--- src/rtl/regfile_wr_arbiter.sv ---
// Round-robin arbiter sharing the register file's single active-low write port between
// three writeback requesters, with a pending-write mask and a saturating contention counter.
module regfile_wr_arbiter #(
  parameter int DATA_WIDTH = 16,
  parameter int ADDR_WIDTH = 2,
  parameter int CNT_WIDTH  = 16
) (
  input  logic                     clk,
  input  logic                     reset,
  input  logic                     hold,
  input  logic [2:0]               req_valid,
  input  logic [ADDR_WIDTH-1:0]    req_addr0,
  input  logic [ADDR_WIDTH-1:0]    req_addr1,
  input  logic [ADDR_WIDTH-1:0]    req_addr2,
  input  logic [DATA_WIDTH-1:0]    req_data0,
  input  logic [DATA_WIDTH-1:0]    req_data1,
  input  logic [DATA_WIDTH-1:0]    req_data2,
  output logic [2:0]               req_ready,
  output logic                     rf_wr,
  output logic [ADDR_WIDTH-1:0]    rf_address_wr,
  output logic [DATA_WIDTH-1:0]    rf_data_in,
  output logic [2**ADDR_WIDTH-1:0] pending_mask,
  output logic [1:0]               last_grant,
  output logic [CNT_WIDTH-1:0]     conflict_cnt
);

  logic [1:0]            ptr_q;
  logic                  out_valid_q;
  logic [ADDR_WIDTH-1:0] out_addr_q;
  logic [DATA_WIDTH-1:0] out_data_q;
  logic [1:0]            last_grant_q;
  logic [CNT_WIDTH-1:0]  conflict_cnt_q;

  logic                  accept;
  logic                  contention;
  logic [1:0]            gnt_idx;
  logic [ADDR_WIDTH-1:0] sel_addr;
  logic [DATA_WIDTH-1:0] sel_data;

  // Priority scan starting at ptr; ready is forced low while reset is asserted.
  always_comb begin
    req_ready = 3'b000;
    if (!reset && !hold) begin
      case (ptr_q)
        2'd1: begin
          if (req_valid[1])      req_ready = 3'b010;
          else if (req_valid[2]) req_ready = 3'b100;
          else if (req_valid[0]) req_ready = 3'b001;
        end
        2'd2: begin
          if (req_valid[2])      req_ready = 3'b100;
          else if (req_valid[0]) req_ready = 3'b001;
          else if (req_valid[1]) req_ready = 3'b010;
        end
        default: begin
          if (req_valid[0])      req_ready = 3'b001;
          else if (req_valid[1]) req_ready = 3'b010;
          else if (req_valid[2]) req_ready = 3'b100;
        end
      endcase
    end
  end

  assign accept = |req_ready;

  always_comb begin
    gnt_idx  = 2'd0;
    sel_addr = req_addr0;
    sel_data = req_data0;
    case (req_ready)
      3'b010: begin
        gnt_idx  = 2'd1;
        sel_addr = req_addr1;
        sel_data = req_data1;
      end
      3'b100: begin
        gnt_idx  = 2'd2;
        sel_addr = req_addr2;
        sel_data = req_data2;
      end
      default: ;
    endcase
  end

  assign contention = !hold && ((req_valid[0] && req_valid[1]) ||
                                (req_valid[0] && req_valid[2]) ||
                                (req_valid[1] && req_valid[2]));

  always_ff @(posedge clk or posedge reset) begin
    if (reset) begin
      ptr_q          <= 2'd0;
      out_valid_q    <= 1'b0;
      out_addr_q     <= '0;
      out_data_q     <= '0;
      last_grant_q   <= 2'd0;
      conflict_cnt_q <= '0;
    end else begin
      out_valid_q <= accept;
      if (accept) begin
        out_addr_q   <= sel_addr;
        out_data_q   <= sel_data;
        last_grant_q <= gnt_idx;
        ptr_q        <= (gnt_idx == 2'd2) ? 2'd0 : gnt_idx + 2'd1;
      end
      if (contention && (conflict_cnt_q != {CNT_WIDTH{1'b1}})) begin
        conflict_cnt_q <= conflict_cnt_q + CNT_WIDTH'(1);
      end
    end
  end

  always_comb begin
    pending_mask = '0;
    if (out_valid_q) pending_mask[out_addr_q] = 1'b1;
  end

  assign rf_wr         = ~out_valid_q;
  assign rf_address_wr = out_addr_q;
  assign rf_data_in    = out_data_q;
  assign last_grant    = last_grant_q;
  assign conflict_cnt  = conflict_cnt_q;

endmodule

--- config.mk ---
export PLATFORM = sky130hd
export DESIGN_NAME = regfile_wr_arbiter
export DESIGN_NICKNAME = d
export VERILOG_FILES = /design/src/rtl/regfile_wr_arbiter.sv
export SDC_FILE = /design/constraint.sdc
export NUM_CORES = 1
export LEC_CHECK = 0
export BUFFER_PORTS_ARGS = -buffer_cell sky130_fd_sc_hd__buf_2
export CAP_MARGIN = 20
export CELL_PAD_IN_SITES_DETAIL_PLACEMENT = 0
export CELL_PAD_IN_SITES_GLOBAL_PLACEMENT = 1
export CORE_ASPECT_RATIO = 1.4
export CORE_MARGIN = 4
export CORE_UTILIZATION = 29
export DETAILED_ROUTE_END_ITERATION = 8
export PLACE_DENSITY_LB_ADDON = 0.25
export SETUP_SLACK_MARGIN = 0.05
export SYNTH_ARGS = -nofsm -noshare
export SYNTH_HDL_FRONTEND = slang
export SYNTH_SLANG_ARGS = --single-unit
--- constraint.sdc ---
create_clock -name clk -period 2.2 [get_ports clk]
set_clock_uncertainty 0.05 [all_clocks]
set_input_delay 0.11 -clock clk [delete_from_list [all_inputs] [get_ports clk]]
set_output_delay 0.11 -clock clk [all_outputs]
set_load 0.05 [all_outputs]
==> results.py <==
metrics = {
    "outcome": {
        "status": "complete, no violations",
    },
    "synth": {
        "synth_top_area_cell": "dfrtp_1",
        "synth-seq-cells": 39,
        "yosys-top-cells-area": "dfrtp_1 48%, nand2_1 8.6%, a31oi_1 5.5%, nor2_1 5.1%, o21ai_0 4.7%",
        "seq_area_frac_synth_pct": 47.7,
        "synth_fp_nets": 288,
        "synth_warnings": 0,
        "synth.distinct_cells": 39,
        "ys.flop_type": "dfrtp_1",
        "synth-simple-area-share_pct": 21.2,
        "ys_async_sr_fraction_pct": 100,
        "synth_edf_count": 0,
        "synth_common_cells": "47 x nand2_1, 39 x dfrtp_1, 28 x nor2_1",
        "synth_most_common_cell": "nand2_1",
        "synth_compound_area_share_pct": 17.5,
        "synthMuxAreaShare_pct": 1.65,
        "synth_top_area_share_pct": 47.7,
        "synth_area_um2": 2040,
        "synthXorXnorAreaFrac_pct": 6.43,
        "synthAdderAreaFrac_pct": 1.84,
        "synth_top_family_by_area": "simple AND/OR/NAND/NOR gates",
        "syn_avg_cell_area_um2": 9.09,
        "syn_inst": 225,
    },
    "min_path": {
        "whs_path_depth": 3,
        "hp-class": "in -> reg",
    },
    "cells_and_area": {
        "drive_above_1_share_pct": 41.4,
        "instances_no_fill": 454,
        "finish.instance_area_um2": 3200,
        "nNetsFinal": 425,
        "antenna_cells": 0,
        "n_fill_cell": 676,
        "area_growth_pct": 56.4,
    },
    "global_route": {
        "grt_usage_pct": 14.4,
        "grt_max_degree": 40,
        "first_global_vias": 1999,
        "grt_overflow": 0,
        "grt_first_pass_wirelength_um": 9650,
        "antenna_found_initial": 0,
    },
    "setup_path": {
        "crit_arrival_ps": 1930,
        "worst-setup-path-type": "reg -> out",
        "cp.required_ps": 2040,
        "ff2ff_path_depth": 10,
        "r2r-start": "ptr_q[0]",
        "cp-end-kind": "output pin",
        "r2r_setup_slack_ps": 120,
        "start_kind": "register",
        "crit_end": "req_ready[0]",
        "r2r_end": "rf_data_in[6]",
        "cp_max_fo": 3,
        "startpoint": "ptr_q[1]",
    },
    "detailed_routing": {
        "first_pass_iters": 6,
        "num_vias": 2059,
        "wire_per_inst_um": 14.0,
        "route.detailed.drc": 0,
        "drt_iter0_markers": 41,
        "antenna_left": 0,
        "wl_um": 6370,
        "routed_via_density": 4.54,
    },
    "pwr": {
        "power_density_nw_per_um2": 1230,
        "pwr-share-comb_pct": 57.9,
        "power.leakage_nw": 1.56,
        "p_sw_w": 0.00197,
        "p_clk_share_pct": 12.4,
        "p_seq_share_pct": 29.7,
        "peakVddDrop_uv": 532,
        "p_int_w": 0.00197,
        "total_power_w": 0.00394,
        "swShare_pct": 50.1,
    },
    "timing": {
        "holdWs_ps": 1.75,
        "period_needed_ps": 2090,
        "tns_ps": 0,
        "hold_viol": 0,
        "slew-limit-headroom_pct": 65.4,
        "setup_viol": 0,
        "fin_crit_sh_pct": 95.0,
        "drv_slew": 0,
        "rsz0062_at_grt": "true",
        "fmax_ghz": 0.478,
        "tightest_slew_ps": 518,
    },
    "floorplanning": {
        "io_pins": 104,
        "fp-row-count": 35,
        "die_area_um2": 8480,
        "die_w_um": 79.0,
        "core_um2": 6700,
        "start_util_pct": 30.5,
        "die_h_um": 107,
    },
    "placement": {
        "place_congestion": 0.747,
        "dp_cells": 421,
        "dp_hpwl_um": 4460,
        "placed_cell_area_um2": 2730,
        "place.port_buffers": 103,
    },
    "clock_network": {
        "cts.sinks": 39,
        "htreeDepth": 2,
        "cts-root-buf": "clkbuf_8",
        "clkLatencyLatePin_ps": 290,
        "cts_tree": "yes",
        "cts.path.max_buffers": 2,
        "cts_made_buffers": 5,
        "clk_pin_slew_ps": 80,
    },
    "run": {
        "maxCapViolCount": 0,
    },
}
-- state kept, by name, summed over array words and instances, names as in the netlist --
name / flops
out_valid_q: 1
rf_address_wr: 2
rf_data_in: 16
conflict_cnt: 16
ptr_q: 2
last_grant: 2
-- cell type report --
cell class / instances / area (µm²) / share of cell area [%]
multi-input cells: 171 / 1060 / 33.0
flip-flops and latches: 39 / 976 / 30.5
repair buffers: 138 / 936 / 29.3
well taps: 92 / 115 / 3.60
clock buffers: 6 / 82.6 / 2.58
inverters: 7 / 26.3 / 0.822
clock inverters: 1 / 5.00 / 0.157
-- power by group through the flow --
stage | logic (W) | clock network (W) | registers (W)
finish | 0.00228 | 0.000489 | 0.00117
global route | 0.00242 | 0.000544 | 0.00122
CTS | 0.00212 | 0.000513 | 0.00117
detailed placement | 0.00203 | 0 | 0.00118
global placement | 0.00202 | 0 | 0.00117
floorplan | 0.000694 | 0 | 0.00197
-- cell usage in the layout (no fill, tap or decap), types with 2 or more instances in the layout --
master and n:
nand2_1 45, and3_1 3, xor2_1 6, nand3_1 5, buf_12 4, dlygate4sd3_1 12
o21ai_0 19, nand2_2 2, nand4_1 4, ha_4 2, buf_6 6, inv_1 5
buf_2 102, nor2_1 27, inv_2 2, nor2b_4 2, xnor2_1 9, nor3_1 2
clkbuf_16 3, a31oi_1 18, o21a_1 3, dfrtp_1 39, clkbuf_8 6, buf_4 11
o21ai_1 2
-- worst min path at each step --
| stage | startpoint | slack [ps] | to |
|---|---|---|---|
| 2_1_floorplan | req_addr2[0] | 200 | rf_address_wr[0] |
| 3_3_place_gp | reset | 230 | conflict_cnt[2] |
| 3_5_place_dp | reset | 230 | conflict_cnt[2] |
| 4_1_cts | req_data0[4] | 0.3 | rf_data_in[4] |
| 5_1_grt | req_data0[8] | -0.3 | rf_data_in[8] |
| 6_report | req_data0[4] | 2 | rf_data_in[4] |
-- stage by stage --
stage          util, %  worst slack, ps
5_1_grt           47.7             12.8
2_1_floorplan        -             62.9
4_1_cts           45.0             51.2
3_5_place_dp      40.8            -46.7
6_report          47.7              110
3_3_place_gp      40.8             29.2
-- kinds of logic (layout without fill, tap and decap cells) --
kind of cell | count (synthesis) | in the layout
fa+ha+maj | 3 | 3
compound gates | 52 | 52
xor+xnor | 15 | 15
flops | 39 | 39
buf+inv | 15 | 152
simple gates | 99 | 99
mux | 2 | 2
-- what timing repair did --
action	in CTS	in global routing
hold buffers	12	0
hold endpoints to repair	50	0
pin swaps	1	9
resized for setup	4	18
setup buffers	4	6
cloned	1	3
endpoints found under the setup margin	11	20
-- critical path: stages (launching register included) --
cell and delay, ps:
dfrtp_1 410, inv_1 110, ha_4 140, nor2b_1 300, o21a_1 240, and3_1 170, buf_2 260
-- metal layers --
layer,part of all wire (%),vias up,global-route usage [%]
li1,-,1049,-
met1,40,934,16.3
met2,52,71,25.8
met3,7.1,5,4.36
met4,1.1,0,4.05
met5,0,-,0
(Power assumes the default switching activity.)
